[src/rtl/mem_port_arbiter_pkg.sv]
// mem_arb_pkg: shared types and default widths for the unified memory-port arbiter.
// Latency: n/a (types only).
// Backpressure: n/a (types only).
//
// Contents: FSM state enum, requester id enum, latched access-control struct,
// and the default address/data widths used by the interface and the top.
package mem_arb_pkg;

  localparam int DEF_ADDR_W = 32;
  localparam int DEF_DATA_W = 32;

  typedef enum logic [1:0] {
    IDLE = 2'd0,
    BUSY = 2'd1,
    DONE = 2'd2
  } state_t;

  typedef enum logic {
    REQ_I = 1'b0,
    REQ_D = 1'b1
  } req_id_t;

  // Access controls captured at grant time and replayed onto the memory port.
  typedef struct packed {
    logic we;
    logic is_byte;
    logic is_half;
    logic sext;
  } ctl_t;

endpackage

[src/rtl/mem_port_arbiter_if.sv]
// mem_port_arbiter_if: bundles both requester ports and the shared memory port.
// Latency: n/a (wires only).
// Backpressure: level request held by each requester until its one-cycle ack.
//
// Modports:
//   slave  - the arbiter: takes i_*/d_* requests and mem_rdata, drives acks, rdata, mem_*.
//   master - the surrounding system (processor requesters plus dmem).
interface mem_port_arbiter_if
  import mem_arb_pkg::*;
#(
  parameter int ADDR_W = DEF_ADDR_W,
  parameter int DATA_W = DEF_DATA_W
);

  // fetch requester
  logic              i_req;
  logic [ADDR_W-1:0] i_addr;
  logic              i_ack;
  logic [DATA_W-1:0] i_rdata;

  // load/store requester
  logic              d_req;
  logic [ADDR_W-1:0] d_addr;
  logic [DATA_W-1:0] d_wdata;
  logic              d_we;
  logic              d_byte;
  logic              d_half;
  logic              d_sext;
  logic              d_ack;
  logic [DATA_W-1:0] d_rdata;

  // shared memory port (combinational read)
  logic [ADDR_W-1:0] mem_addr;
  logic [DATA_W-1:0] mem_wdata;
  logic              mem_we;
  logic              mem_byte;
  logic              mem_half;
  logic              mem_sext;
  logic [DATA_W-1:0] mem_rdata;

  modport slave (
    input  i_req, i_addr,
    output i_ack, i_rdata,
    input  d_req, d_addr, d_wdata, d_we, d_byte, d_half, d_sext,
    output d_ack, d_rdata,
    output mem_addr, mem_wdata, mem_we, mem_byte, mem_half, mem_sext,
    input  mem_rdata
  );

  modport master (
    output i_req, i_addr,
    input  i_ack, i_rdata,
    output d_req, d_addr, d_wdata, d_we, d_byte, d_half, d_sext,
    input  d_ack, d_rdata,
    input  mem_addr, mem_wdata, mem_we, mem_byte, mem_half, mem_sext,
    output mem_rdata
  );

endinterface

[src/rtl/mem_port_arbiter_pick.sv]
// mem_arb_pick: combinational winner selection between fetch and load/store requests.
// Latency: zero cycles (pure combinational).
// Backpressure: none; the loser simply keeps its level request asserted.
//
// Ports: i_req, d_req (pending requests), last_grant (only with MEM_ARB_RR_EN),
//        grant_vld (any request pending), grant (winning requester id).
// MEM_ARB_RR_EN defined: ties alternate, going to the requester not granted last.
// MEM_ARB_RR_EN undefined: data always beats fetch.
module mem_arb_pick
  import mem_arb_pkg::*;
(
`ifdef MEM_ARB_RR_EN
  input  req_id_t last_grant,
`endif
  input  logic    i_req,
  input  logic    d_req,
  output logic    grant_vld,
  output req_id_t grant
);

  always_comb begin
    grant_vld = i_req | d_req;
    grant     = REQ_D;
`ifdef MEM_ARB_RR_EN
    if (i_req && d_req) begin
      grant = (last_grant == REQ_D) ? REQ_I : REQ_D;
    end else if (i_req) begin
      grant = REQ_I;
    end
`else
    if (i_req && !d_req) begin
      grant = REQ_I;
    end
`endif
  end

endmodule

[src/rtl/mem_port_arbiter.sv]
// mem_port_arbiter: shares one dmem port between instruction fetch and load/store.
// Latency: request seen in IDLE at cycle c -> ack at c+LATENCY+1; one access per LATENCY+2 cycles.
// Backpressure: requests are levels held until ack; the non-winner waits, never dropped.
//
// Ports: clock, reset (async, active low), bus (mem_port_arbiter_if.slave) carrying
//        i_req/i_addr/i_ack/i_rdata, d_req/d_addr/d_wdata/d_we/d_byte/d_half/d_sext/
//        d_ack/d_rdata, and mem_addr/mem_wdata/mem_we/mem_byte/mem_half/mem_sext/mem_rdata.
// Optional macro MEM_ARB_RR_EN: round-robin arbitration on ties (default: data over fetch).
module mem_port_arbiter
  import mem_arb_pkg::*;
#(
  parameter int LATENCY = 1,
  parameter int ADDR_W  = DEF_ADDR_W,
  parameter int DATA_W  = DEF_DATA_W
)
(
  input logic               clock,
  input logic               reset,
  mem_port_arbiter_if.slave bus
);

  // cnt counts the remaining BUSY cycles; LATENCY=1 still needs a 1-bit counter.
  localparam int               CNT_W    = (LATENCY > 1) ? $clog2(LATENCY) : 1;
  localparam logic [CNT_W-1:0] CNT_LOAD = CNT_W'(LATENCY - 1);

  state_t            state;
  state_t            state_nxt;
  logic [CNT_W-1:0]  cnt;
  logic              cnt_zero;
  req_id_t           winner;
  logic [ADDR_W-1:0] lat_addr;
  logic [DATA_W-1:0] lat_wdata;
  ctl_t              lat_ctl;
  logic [DATA_W-1:0] i_rdata_q;
  logic [DATA_W-1:0] d_rdata_q;
  logic              grant_vld;
  req_id_t           grant;
  logic              take_grant;

  assign cnt_zero   = (cnt == '0);
  assign take_grant = (state == IDLE) && grant_vld;

`ifdef MEM_ARB_RR_EN
  req_id_t last_grant;

  // Resets to fetch so the first tie after reset goes to data.
  always_ff @(posedge clock or negedge reset) begin
    if (!reset) begin
      last_grant <= REQ_I;
    end else if (take_grant) begin
      last_grant <= grant;
    end
  end
`endif

  mem_arb_pick u_pick (
`ifdef MEM_ARB_RR_EN
    .last_grant (last_grant),
`endif
    .i_req      (bus.i_req),
    .d_req      (bus.d_req),
    .grant_vld  (grant_vld),
    .grant      (grant)
  );

  // ---------------- FSM: state register ----------------
  always_ff @(posedge clock or negedge reset) begin
    if (!reset) begin
      state <= IDLE;
    end else begin
      state <= state_nxt;
    end
  end

  // ---------------- FSM: next state ----------------
  always_comb begin
    state_nxt = state;
    case (state)
      IDLE:    if (grant_vld) state_nxt = BUSY;
      BUSY:    if (cnt_zero)  state_nxt = DONE;
      DONE:    state_nxt = IDLE;
      default: state_nxt = IDLE;
    endcase
  end

  // ---------------- FSM: outputs ----------------
  // The memory port is only driven in BUSY; the write strobe is confined to the
  // final BUSY cycle so each store commits exactly once. A reset mid-access
  // forces IDLE asynchronously, which zeroes every mem_* output before the strobe.
  always_comb begin
    bus.mem_addr  = '0;
    bus.mem_wdata = '0;
    bus.mem_we    = 1'b0;
    bus.mem_byte  = 1'b0;
    bus.mem_half  = 1'b0;
    bus.mem_sext  = 1'b0;
    bus.i_ack     = 1'b0;
    bus.d_ack     = 1'b0;
    case (state)
      BUSY: begin
        bus.mem_addr  = lat_addr;
        bus.mem_wdata = lat_wdata;
        bus.mem_we    = lat_ctl.we & cnt_zero;
        bus.mem_byte  = lat_ctl.is_byte;
        bus.mem_half  = lat_ctl.is_half;
        bus.mem_sext  = lat_ctl.sext;
      end
      DONE: begin
        bus.i_ack = (winner == REQ_I);
        bus.d_ack = (winner == REQ_D);
      end
      default: ;
    endcase
  end

  assign bus.i_rdata = i_rdata_q;
  assign bus.d_rdata = d_rdata_q;

  // ---------------- access datapath ----------------
  always_ff @(posedge clock or negedge reset) begin
    if (!reset) begin
      cnt       <= '0;
      winner    <= REQ_I;
      lat_addr  <= '0;
      lat_wdata <= '0;
      lat_ctl   <= '0;
      i_rdata_q <= '0;
      d_rdata_q <= '0;
    end else if (take_grant) begin
      winner <= grant;
      cnt    <= CNT_LOAD;
      if (grant == REQ_D) begin
        lat_addr  <= bus.d_addr;
        lat_wdata <= bus.d_wdata;
        lat_ctl   <= '{we: bus.d_we, is_byte: bus.d_byte, is_half: bus.d_half, sext: bus.d_sext};
      end else begin
        // Fetches are always plain word reads.
        lat_addr  <= bus.i_addr;
        lat_wdata <= '0;
        lat_ctl   <= '0;
      end
    end else if (state == BUSY) begin
      if (!cnt_zero) begin
        cnt <= cnt - CNT_W'(1);
      end else if (winner == REQ_D) begin
        d_rdata_q <= bus.mem_rdata;
      end else begin
        i_rdata_q <= bus.mem_rdata;
      end
    end
  end

endmodule

[src/flat_wrapper.sv]
// flat-port wrapper written by rule: the top's interface ports become plain ports
module mem_port_arbiter_flat import mem_arb_pkg::*;
#(
  parameter int LATENCY = 1,
  parameter int ADDR_W  = DEF_ADDR_W,
  parameter int DATA_W  = DEF_DATA_W
)
  (clock, reset, bus_i_req, bus_i_addr, bus_i_ack, bus_i_rdata, bus_d_req, bus_d_addr, bus_d_wdata, bus_d_we, bus_d_byte, bus_d_half, bus_d_sext, bus_d_ack, bus_d_rdata, bus_mem_addr, bus_mem_wdata, bus_mem_we, bus_mem_byte, bus_mem_half, bus_mem_sext, bus_mem_rdata);
  mem_port_arbiter_if #(.ADDR_W(ADDR_W), .DATA_W(DATA_W)) bus_i ();
  input logic clock;
  input logic reset;
  input wire logic [$bits(bus_i.i_req)-1:0] bus_i_req;
  input wire logic [$bits(bus_i.i_addr)-1:0] bus_i_addr;
  output wire logic [$bits(bus_i.i_ack)-1:0] bus_i_ack;
  output wire logic [$bits(bus_i.i_rdata)-1:0] bus_i_rdata;
  input wire logic [$bits(bus_i.d_req)-1:0] bus_d_req;
  input wire logic [$bits(bus_i.d_addr)-1:0] bus_d_addr;
  input wire logic [$bits(bus_i.d_wdata)-1:0] bus_d_wdata;
  input wire logic [$bits(bus_i.d_we)-1:0] bus_d_we;
  input wire logic [$bits(bus_i.d_byte)-1:0] bus_d_byte;
  input wire logic [$bits(bus_i.d_half)-1:0] bus_d_half;
  input wire logic [$bits(bus_i.d_sext)-1:0] bus_d_sext;
  output wire logic [$bits(bus_i.d_ack)-1:0] bus_d_ack;
  output wire logic [$bits(bus_i.d_rdata)-1:0] bus_d_rdata;
  output wire logic [$bits(bus_i.mem_addr)-1:0] bus_mem_addr;
  output wire logic [$bits(bus_i.mem_wdata)-1:0] bus_mem_wdata;
  output wire logic [$bits(bus_i.mem_we)-1:0] bus_mem_we;
  output wire logic [$bits(bus_i.mem_byte)-1:0] bus_mem_byte;
  output wire logic [$bits(bus_i.mem_half)-1:0] bus_mem_half;
  output wire logic [$bits(bus_i.mem_sext)-1:0] bus_mem_sext;
  input wire logic [$bits(bus_i.mem_rdata)-1:0] bus_mem_rdata;
  assign bus_i.i_req = bus_i_req;
  assign bus_i.i_addr = bus_i_addr;
  assign bus_i_ack = bus_i.i_ack;
  assign bus_i_rdata = bus_i.i_rdata;
  assign bus_i.d_req = bus_d_req;
  assign bus_i.d_addr = bus_d_addr;
  assign bus_i.d_wdata = bus_d_wdata;
  assign bus_i.d_we = bus_d_we;
  assign bus_i.d_byte = bus_d_byte;
  assign bus_i.d_half = bus_d_half;
  assign bus_i.d_sext = bus_d_sext;
  assign bus_d_ack = bus_i.d_ack;
  assign bus_d_rdata = bus_i.d_rdata;
  assign bus_mem_addr = bus_i.mem_addr;
  assign bus_mem_wdata = bus_i.mem_wdata;
  assign bus_mem_we = bus_i.mem_we;
  assign bus_mem_byte = bus_i.mem_byte;
  assign bus_mem_half = bus_i.mem_half;
  assign bus_mem_sext = bus_i.mem_sext;
  assign bus_i.mem_rdata = bus_mem_rdata;
  mem_port_arbiter #(.LATENCY(LATENCY), .ADDR_W(ADDR_W), .DATA_W(DATA_W)) u_core (.clock(clock), .reset(reset), .bus(bus_i));
endmodule
[config.mk]
export PLATFORM = sky130hd
export DESIGN_NAME = mem_port_arbiter_flat
export DESIGN_NICKNAME = d
export VERILOG_FILES = /design/src/rtl/mem_port_arbiter_pkg.sv /design/src/rtl/mem_port_arbiter_if.sv /design/src/rtl/mem_port_arbiter_pick.sv /design/src/rtl/mem_port_arbiter.sv /design/src/flat_wrapper.sv
export SDC_FILE = /design/constraint.sdc
export NUM_CORES = 1
export LEC_CHECK = 0
export CAP_MARGIN = 0
export CORE_UTILIZATION = 40
export DETAILED_ROUTE_END_ITERATION = 7
export GPL_TIMING_DRIVEN = 0
export PLACE_DENSITY = 0.8
export SETUP_SLACK_MARGIN = 0.05
export SLEW_MARGIN = 10
export SYNTH_ARGS = -nofsm -noshare
export SYNTH_HDL_FRONTEND = slang
export SYNTH_SLANG_ARGS = --single-unit
[constraint.sdc]
create_clock -name clock -period 2.05 [get_ports clock]
set_clock_uncertainty 0.1 [all_clocks]
set_input_delay 0.41 -clock clock [delete_from_list [all_inputs] [get_ports clock]]
set_output_delay 0.41 -clock clock [all_outputs]
set_load 0.05 [all_outputs]
# Word level (Yosys, flattened, before mapping)
# Index checks and enable logic that the tools add are counted.
word_totals:
  in_bits: 136
  out_inout_bits: 134
  rom_bits: 0
  ramBits: 0
  regBits: 136
  n_memories: 0
  latchBits: 0
  wordCells: 47
op_classes:
  shifts: 0
  div_mod_pow: 0
  n_addsub: 1
  mux: 18
  order_cmp: 0
  reduce_logical: 8
  mul: 0
  n_eq_ne: 4
  bitwise: 5
ops:
  columns: ["cell", "count"]
  rows:
  - ["$mux W32", 4]
  - ["$mux W1", 10]
  - ["$reduce_and A4 Y1", 2]
  - ["$mux W2", 2]
  - ["$mux W4", 1]
  - ["$pmux W2 S2", 1]
  - ["$not A1 Y1", 3]
  - ["$eq A2 B1 Y1 const B", 1]
  - ["$eq A2 B2 Y1 const B", 1]
  - ["$logic_and A1 B1 Y1", 2]
  - ["$logic_not A2 Y1", 1]
  - ["$ne A2 B1 Y1 const B", 1]
  - ["$ne A2 B2 Y1 const B", 1]
  - ["$reduce_and A2 Y1", 1]
  - ["$reduce_bool A2 Y1", 1]
  - ["$and A1 B1 Y1", 1]
  - ["$logic_not A1 Y1", 1]
  - ["$or A1 B1 Y1", 1]
  - ["$sub A1 B1 Y1 const B", 1]

# Logic depth before layout (Yosys ltp)
# Gate-level depths: netlist of the first run.
logic_depth:
  depth_word: 4
  depth_mapped: 6
  ltp_nobuf: 4

# Hierarchy
# Synthesis of the first run repeated with hierarchy kept, for this count alone.
hier_totals:
  cells_unflattened: 477
  area_unflattened_um2: 6122.1
modules_own_cells:
  columns: ["module", "area_each_um2", "seq_area_each_um2", "n_inst", "cells_per_inst"]
  rows:
  - ["mem_port_arbiter", 6109.6, 3378.2, 1, 475]
  - ["mem_arb_pick", 12.5, 0.0, 1, 2]

# Least setup slack after synthesis of the first run
# Ideal clock, no wire load.
synth_path:
  path_kind: "register to output"
  from: "reg u_core.winner"
  to: "out bus_i_ack"
  slack_ns: -0.061
  path_stages_with_launch: 2
  t_required_ns: 1.540
  n_path_buf: 0
  arrival_ns: 1.601
  path_cell_list: "dfrtp_1 > nor3b_1"
synth_between:
  elab_chain_cells: 2
synth_lines:
  columns: ["element", "line", "text"]
  rows:
  - ["from (decl)", "mem_port_arbiter.sv:30", "req_id_t winner;"]
  - ["from (signal assigned)", "mem_port_arbiter.sv:130", "winner <= grant;"]
  - ["$not A1 Y1", "mem_port_arbiter.sv:109", "bus.i_ack = (winner == REQ_I);"]
  - ["$mux W1", "mem_port_arbiter.sv:99", "case (state)"]
  - ["to (decl)", "flat_wrapper.sv:14", "output wire logic [$bits(bus_i.i_ack)-1:0] bus_i_ack;"]
# No other way between the ends.

# Final worst setup path of the first run
layout_path:
  from: "reg u_core.state[0]"
  to: "out bus_mem_wdata[19]"
layout_between:
  elab_chain_cells: 2
layout_lines:
  columns: ["element", "line", "text"]
  rows:
  - ["from (decl)", "mem_port_arbiter.sv:26", "state_t state;"]
  - ["from (signal assigned)", "mem_port_arbiter.sv:71", "state <= state_nxt;"]
  - ["$eq A2 B1 Y1", "mem_port_arbiter.sv:99", null]
  - ["$mux W32", "mem_port_arbiter.sv:99", null]
  - ["to (decl)", "flat_wrapper.sv:26", "output wire logic [$bits(bus_i.mem_wdata)-1:0] bus_mem_wdata;"]
# No other way between the ends.

==> results of run 1 <==
-- per-layer routing --
metal / share of wire / wire, um / global-route usage
met5: 0 / 0 / 0
met4: 0.027 / 431 / 0.0893
met3: 0.059 / 965 / 0.0692
met2: 0.52 / 8420 / 0.371
met1: 0.40 / 6420 / 0.248
-- how the worst max path moves through the flow --
stage / depth (start not counted) / from / endpoint / slack [ps]
floorplan: 5 / u_core.state[0] / bus_mem_wdata[12] / 150
global placement: 1 / reset / u_core.lat_wdata[16] / -4600
detailed placement: 6 / u_core.state[0] / bus_mem_wdata[19] / -910
CTS: 6 / u_core.state[1] / bus_mem_wdata[14] / -110
global route: 6 / u_core.state[1] / bus_mem_wdata[13] / -160
finish: 6 / u_core.state[0] / bus_mem_wdata[19] / -90
-- worst reg2reg max path, stage by stage (launching register included) --
cell     delay [ps]
dfrtp_1         400
nor2b_4         130
buf_4           150
buf_4           110
buf_4           110
nor2b_4         130
buf_6           140
buf_8           180
mux2_4          320
-- cells in the final DEF (no fill, tap or decap), types with 2 or more instances in the layout --
cell type          n
dfrtp_1          135
clkdlybuf4s50_1  134
mux2_2            85
dlygate4sd2_1     64
buf_6             55
and2_4            52
a22o_1            36
mux2_4            30
buf_8             29
clkbuf_16         19
and2_1            17
mux2_1            13
buf_2             13
buf_4             10
clkbuf_8           7
bufinv_16          4
clkinvlp_4         3
nor2b_4            2
buf_12             2
inv_6              2
-- per-stage QoR --
step,util,TNS [ps],hold slack (ps),setup slack (ps)
2_1_floorplan,-,0,14.4,153
3_3_place_gp,0.612,-657390,376,-4600
3_5_place_dp,0.614,-40700,340,-913
4_1_cts,0.679,-4450,389,-115
5_1_grt,0.688,-6820,400,-159
6_report,0.688,-3060,389,-94.4
-- registers in the layout, summed over array words and instances (netlist names) --
register	cells
u_core.lat_addr	32
u_core.lat_wdata	32
u_core.winner	1
u_core.lat_ctl	4
u_core.bus.d_rdata	32
u_core.state	2
u_core.bus.i_rdata	32
-- what timing repair did --
item | 4_1_cts | 5_1_grt
pin swaps | 20 | 1
resized for setup | 621 | 41
cloned | 4 | 1
endpoints found under the setup margin | 134 | 70
endpoints found under the hold margin | 64 | 0
hold buffers | 1 | 0
setup buffers | 5 | 5
-- power by group --
| part | switching [W] | leakage (nW) | internal (W) |
|---|---|---|---|
| Clock | 0.00113 | 0.309 | 0.00217 |
| Combinational | 0.00630 | 2.65 | 0.00464 |
| Sequential | 0.000755 | 1.62 | 0.00405 |
| Total | 0.00818 | 4.58 | 0.0109 |
-- kinds of logic after synthesis --
family	synth area share
flip-flops	0.564
multiplexers	0.260
AND/OR/NAND/NOR	0.0809
AO/OA/AOI/OAI	0.0548
buffers and inverters	0.0403
-- final cells by class --
cell class / count / area [um^2] / share of cell area
flip-flops and latches: 135 / 3380 / 0.336
repair buffers: 285 / 2950 / 0.294
multi-input cells: 242 / 2510 / 0.250
clock buffers: 22 / 484 / 0.0482
plain buffers: 30 / 324 / 0.0323
well taps: 184 / 230 / 0.0229
clock inverters: 10 / 165 / 0.0164
inverters: 1 / 3.75 / 0.000374
==> results.toml, run 1 <==
[status]
status = "finished, violations left"
violations = "setup timing"

[timing]
final-setup-viol-count = 50
grt_setup_unrepaired = "true"
slew-limit-headroom = 0.597
worst_slew_pin_slew_ps = 605
min_period_over_period = 1.05
max_freq_mhz = 466
timing.final.crit_period_ps = 2140
setup_slack_ps = -94.4
finalMaxSlewViolations = 0
hold_violations = 0

[die]
die_area_um2 = 15500
core_area_um2 = 14600
pin_count = 270
rows = 44
dieWidth_um = 124
start_util = 0.410
fp.dieH_um = 124

[clock_tree]
path_clk_slew_ps = 60
clock_latency_ps = 410
numClockSinks = 135
htree_levels = 4
tritoncts = "built"
clockBufferDepth = 2
cts_root_buf = "clkbuf_16"
numCtsBuffers = 17

[critical_path]
path_max_fanout = 6
crit_path_frequent_cell = "clkbuf_16"
path_buf_inv = 4
path_class = "flop to output port"
start_kind = "flop"
cp_cell_sequence = "nor2b_4, buf_6, clkbuf_16, clkbuf_16, and2_4, buf_8"
cpMaxStageDelayCell = "dfrtp_1"
rr_startpoint = "u_core.state[1]"
r2r_slack_ps = 180
cpPeakStageDelay_ps = 370
rr_endpoint = "u_core.bus.i_rdata[19]"
critPathTopFamily = "buffers and inverters"
endpoint_kind = "output port"
worstPathArrival_ps = 1630
rr_worst_depth = 8
cp.required_ps = 1540

[route]
vias = 4421
first_iter_violations = 93
viasPerCell = 4.86
final_antenna_net_count = 0
wire_per_inst_um = 17.9
routed_wl_um = 16200
route.detailed.drc = 0
dr.pass1.iters = 4

[cells_and_area]
area_delta_synth_final_pct = 67.8
fin_area_um2 = 10000
antennaDiodeCount = 0
nNetsFinal = 848
drive_above_1_share = 0.439
fillers = 1019
final-instance-count-excl-fill = 909

[placement]
dpl.hpwl_um = 11700
dp_cells = 862
gp_congestion = 0.798
placed_area_um2 = 8950
port-buffer-count = 269

[logic_synthesis]
synth_top_area_share = 0.564
synth.most_common_cell = "dfrtp_1"
syn_avg_cell_area_um2 = 14.7
synth_edf_count = 0
synthFlopType = "dfrtp_1"
ys_top_cells_by_count = "135 x dfrtp_1, 85 x mux2_2, 69 x and2_1, 36 x a22o_1, 30 x mux2_4"
synth_warnings = 0
async_flop_share = 1.00
ys_seq_area_frac = 0.564
synthesis.area_um2 = 5990
synth_cell_types = 20
synth-seq-cells = 135
syn-num-nets = 544
synthTopCellsByArea = "dfrtp_1 56%, mux2_2 16%, mux2_4 7.5%"
syn_inst = 408
yosys.area.top_type = "dfrtp_1"

[grt]
grt_max_degree = 72
antenna_found_initial = 0
grt.total_usage = 0.216
gr-total-overflow = 0
grt_pass1_wl_um = 26200
grt_pass1_vias = 4868

[power]
total_power_w = 0.0190
cellLeakagePower_nw = 4.58
p_per_area_nw_per_um2 = 1900
ir_drop_v = 0.00118

[worst_hold_path]
min_to = "u_core.bus.d_rdata[12]"
holdCritStartpoint = "u_core.bus.d_rdata[12]"
whs_path_depth = 1
hp-class = "flop to flop"

[run]
drv_cap = 0
Power figures use the tool's default switching activity.
==> inputs of run 2 (changes only) <==
Settings changed: SYNTH_HIERARCHICAL set to 1, TNS_END_PERCENT set to 10.
==> run 2 against run 1 <==
The run still ends with setup timing left. Combinational power shrank 9%. Via count grew 3.4%. Area after synthesis is 2.3% higher. Utilization down 2.3 points. Largest power group unchanged. Highest routed layer unchanged.
==> results.toml, run 2 <==
[timing]
max_freq_mhz = 454
final-setup-viol-count = 68
worst_slew_pin_slew_ps = 640
hold_violations = 0
timing.final.crit_period_ps = 2200
setup_slack_ps = -150
finalMaxSlewViolations = 0
min_period_over_period = 1.07
slew-limit-headroom = 0.573
hold-worst-slack_ps = 383
grt_setup_unrepaired = "true"

[worst_hold_path]
holdCritStartpoint = "u_core/bus.i_rdata[5]"
hp-class = "flop to flop"
whs_path_depth = 1
min_to = "u_core/bus.i_rdata[5]"

[critical_path]
rr_startpoint = "u_core/state[1]"
rr_endpoint = "u_core/lat_addr[30]"
endpoint_kind = "output port"
start_kind = "flop"
rr_worst_depth = 5
path_max_fanout = 7
path_class = "flop to output port"
cp.required_ps = 1540
worstPathArrival_ps = 1690
r2r_slack_ps = 300

[die]
fp.dieH_um = 126
rows = 44
start_util = 0.415
core_area_um2 = 14800
dieWidth_um = 126
pin_count = 270
die_area_um2 = 15800

[placement]
dpl.hpwl_um = 12100
placed_area_um2 = 9080
dp_cells = 931
port-buffer-count = 269
gp_congestion = 0.738

[grt]
grt_pass1_vias = 5008
gr-total-overflow = 0
grt_max_degree = 70
grt_pass1_wl_um = 26300
antenna_found_initial = 0
grt.total_usage = 0.216

[power]
clkPwrFrac = 0.182
cellLeakagePower_nw = 4.57
sequentialPowerShare = 0.262
p_int_w = 0.00983
switching_power_w = 0.00798
p_per_area_nw_per_um2 = 1810
total_power_w = 0.0178
ir_drop_v = 0.000997
p_comb_frac = 0.556
p_sw_frac = 0.448

[logic_synthesis]
synth_cell_types = 18
synth_edf_count = 0
synthFlopType = "dfrtp_1"
synthesis.area_um2 = 6120
synth_top_area_share = 0.552
ys_top_cells_by_count = "135 x dfrtp_1, 127 x mux2_2, 68 x and2_1"
async_flop_share = 1.00
synth-seq-cells = 135
ys_seq_area_frac = 0.552
yosys.area.top_type = "dfrtp_1"
synth.most_common_cell = "dfrtp_1"
syn_avg_cell_area_um2 = 12.8
syn_inst = 477
syn-num-nets = 613
synth_warnings = 6
synthTopCellsByArea = "dfrtp_1 55%, mux2_2 23%, and2_1 6.9%"

[run]
drv_cap = 0

[cells_and_area]
drive_above_1_share = 0.354
layout_commonest_cell = "clkdlybuf4s50_1"
fin_area_um2 = 9820
fin_util = 0.666
final-instance-count-excl-fill = 966
area_delta_synth_final_pct = 60.4
final_cell_mix = "134 x clkdlybuf4s50_1, 133 x dfrtp_1, 127 x mux2_2"
nNetsFinal = 906
antennaDiodeCount = 0

[clock_tree]
numClockSinks = 135
tritoncts = "built"
cts_root_buf = "clkbuf_16"
clockBufferDepth = 2
numCtsBuffers = 17
htree_levels = 4
path_clk_slew_ps = 60
clock_latency_ps = 410

[route]
viasPerCell = 4.73
dr.pass1.iters = 4
wire_per_inst_um = 16.9
vias = 4573
route.detailed.drc = 0
first_iter_violations = 118
routed_wl_um = 16400
final_antenna_net_count = 0

[status]
violations = "setup timing"
status = "finished, violations left"
[run 2: cell types whose count changed after synthesis, sizes merged, moves of 2 or more]
cell / before / now
nor3b: 1 / 3
nand2: 1 / 36
inv: 0 / 36
nor2b: 3 / 0
a22o: 36 / 0
mux2i: 0 / 36
[run 2: per-layer routing]
layer	up-vias	track usage	share of wire
li1	2158	-	-
met1	2223	0.243	0.40
met2	165	0.380	0.52
met3	27	0.0646	0.063
met4	0	0.0940	0.024
met5	-	0	0
[run 2: worst max-delay path by stage]
stage | from | slack [ps] | end | cells after the start
floorplan | u_core/state[1] | 30 | bus_mem_addr[12] | 4
global placement | reset | -4670 | u_core/lat_wdata[10] | 1
detailed placement | u_core/state[1] | -920 | bus_mem_addr[21] | 5
CTS | u_core/state[1] | -220 | bus_mem_addr[21] | 5
global route | u_core/state[1] | -220 | bus_mem_addr[12] | 5
finish | u_core/state[1] | -150 | bus_mem_addr[21] | 5
[run 2: kinds of logic (layout without fill, tap and decap cells)]
family / after synthesis / count (layout) / share of synthesized area
buffers and inverters: 65 / 370 / 0.0490
DFF: 135 / 135 / 0.552
muxes: 165 / 165 / 0.296
and+or+nand+nor: 112 / 112 / 0.103
[run 2: cell type report]
cell class / count / area [um^2]
fillers: 1100 / 4930
inverters: 36 / 135
multi-input cells: 277 / 2480
clock inverters: 13 / 194
well taps: 184 / 230
plain buffers: 29 / 224
repair buffers: 274 / 2740
clock buffers: 18 / 439
flip-flops and latches: 135 / 3380
[run 2: timing repair]
action	CTS	global route
hold buffers	1	0
setup buffers	1	0
gates cloned	2	0
pin swaps	9	0
resized for setup	551	33
hold endpoints to repair	66	0
setup endpoints to repair	134	77
[run 2: power by group through the flow]
| stage | Sequential, W | Combinational (W) | Clock (W) |
|---|---|---|---|
| after global routing | 0.00484 | 0.0104 | 0.00345 |
| final | 0.00466 | 0.00991 | 0.00325 |
| after floorplan | 0.00687 | 0.00441 | 0 |
| after CTS | 0.00466 | 0.00987 | 0.00331 |
| after global placement | 0.00465 | 0.00978 | 0 |
| after detailed placement | 0.00472 | 0.00996 | 0 |
[run 2: through the flow]
stage          TNS (ps)  worst slack [ps]
2_1_floorplan         0              33.8
3_3_place_gp    -687700             -4670
3_5_place_dp     -61340              -915
4_1_cts          -11050              -219
5_1_grt          -12010              -224
6_report          -6240              -150
[run 2: worst max-delay path, cell delays in order (launching register included)]
cell	delay, ps
dfrtp_2	390
and2b_4	320
buf_8	150
clkbuf_16	140
and2_4	140
buf_8	140
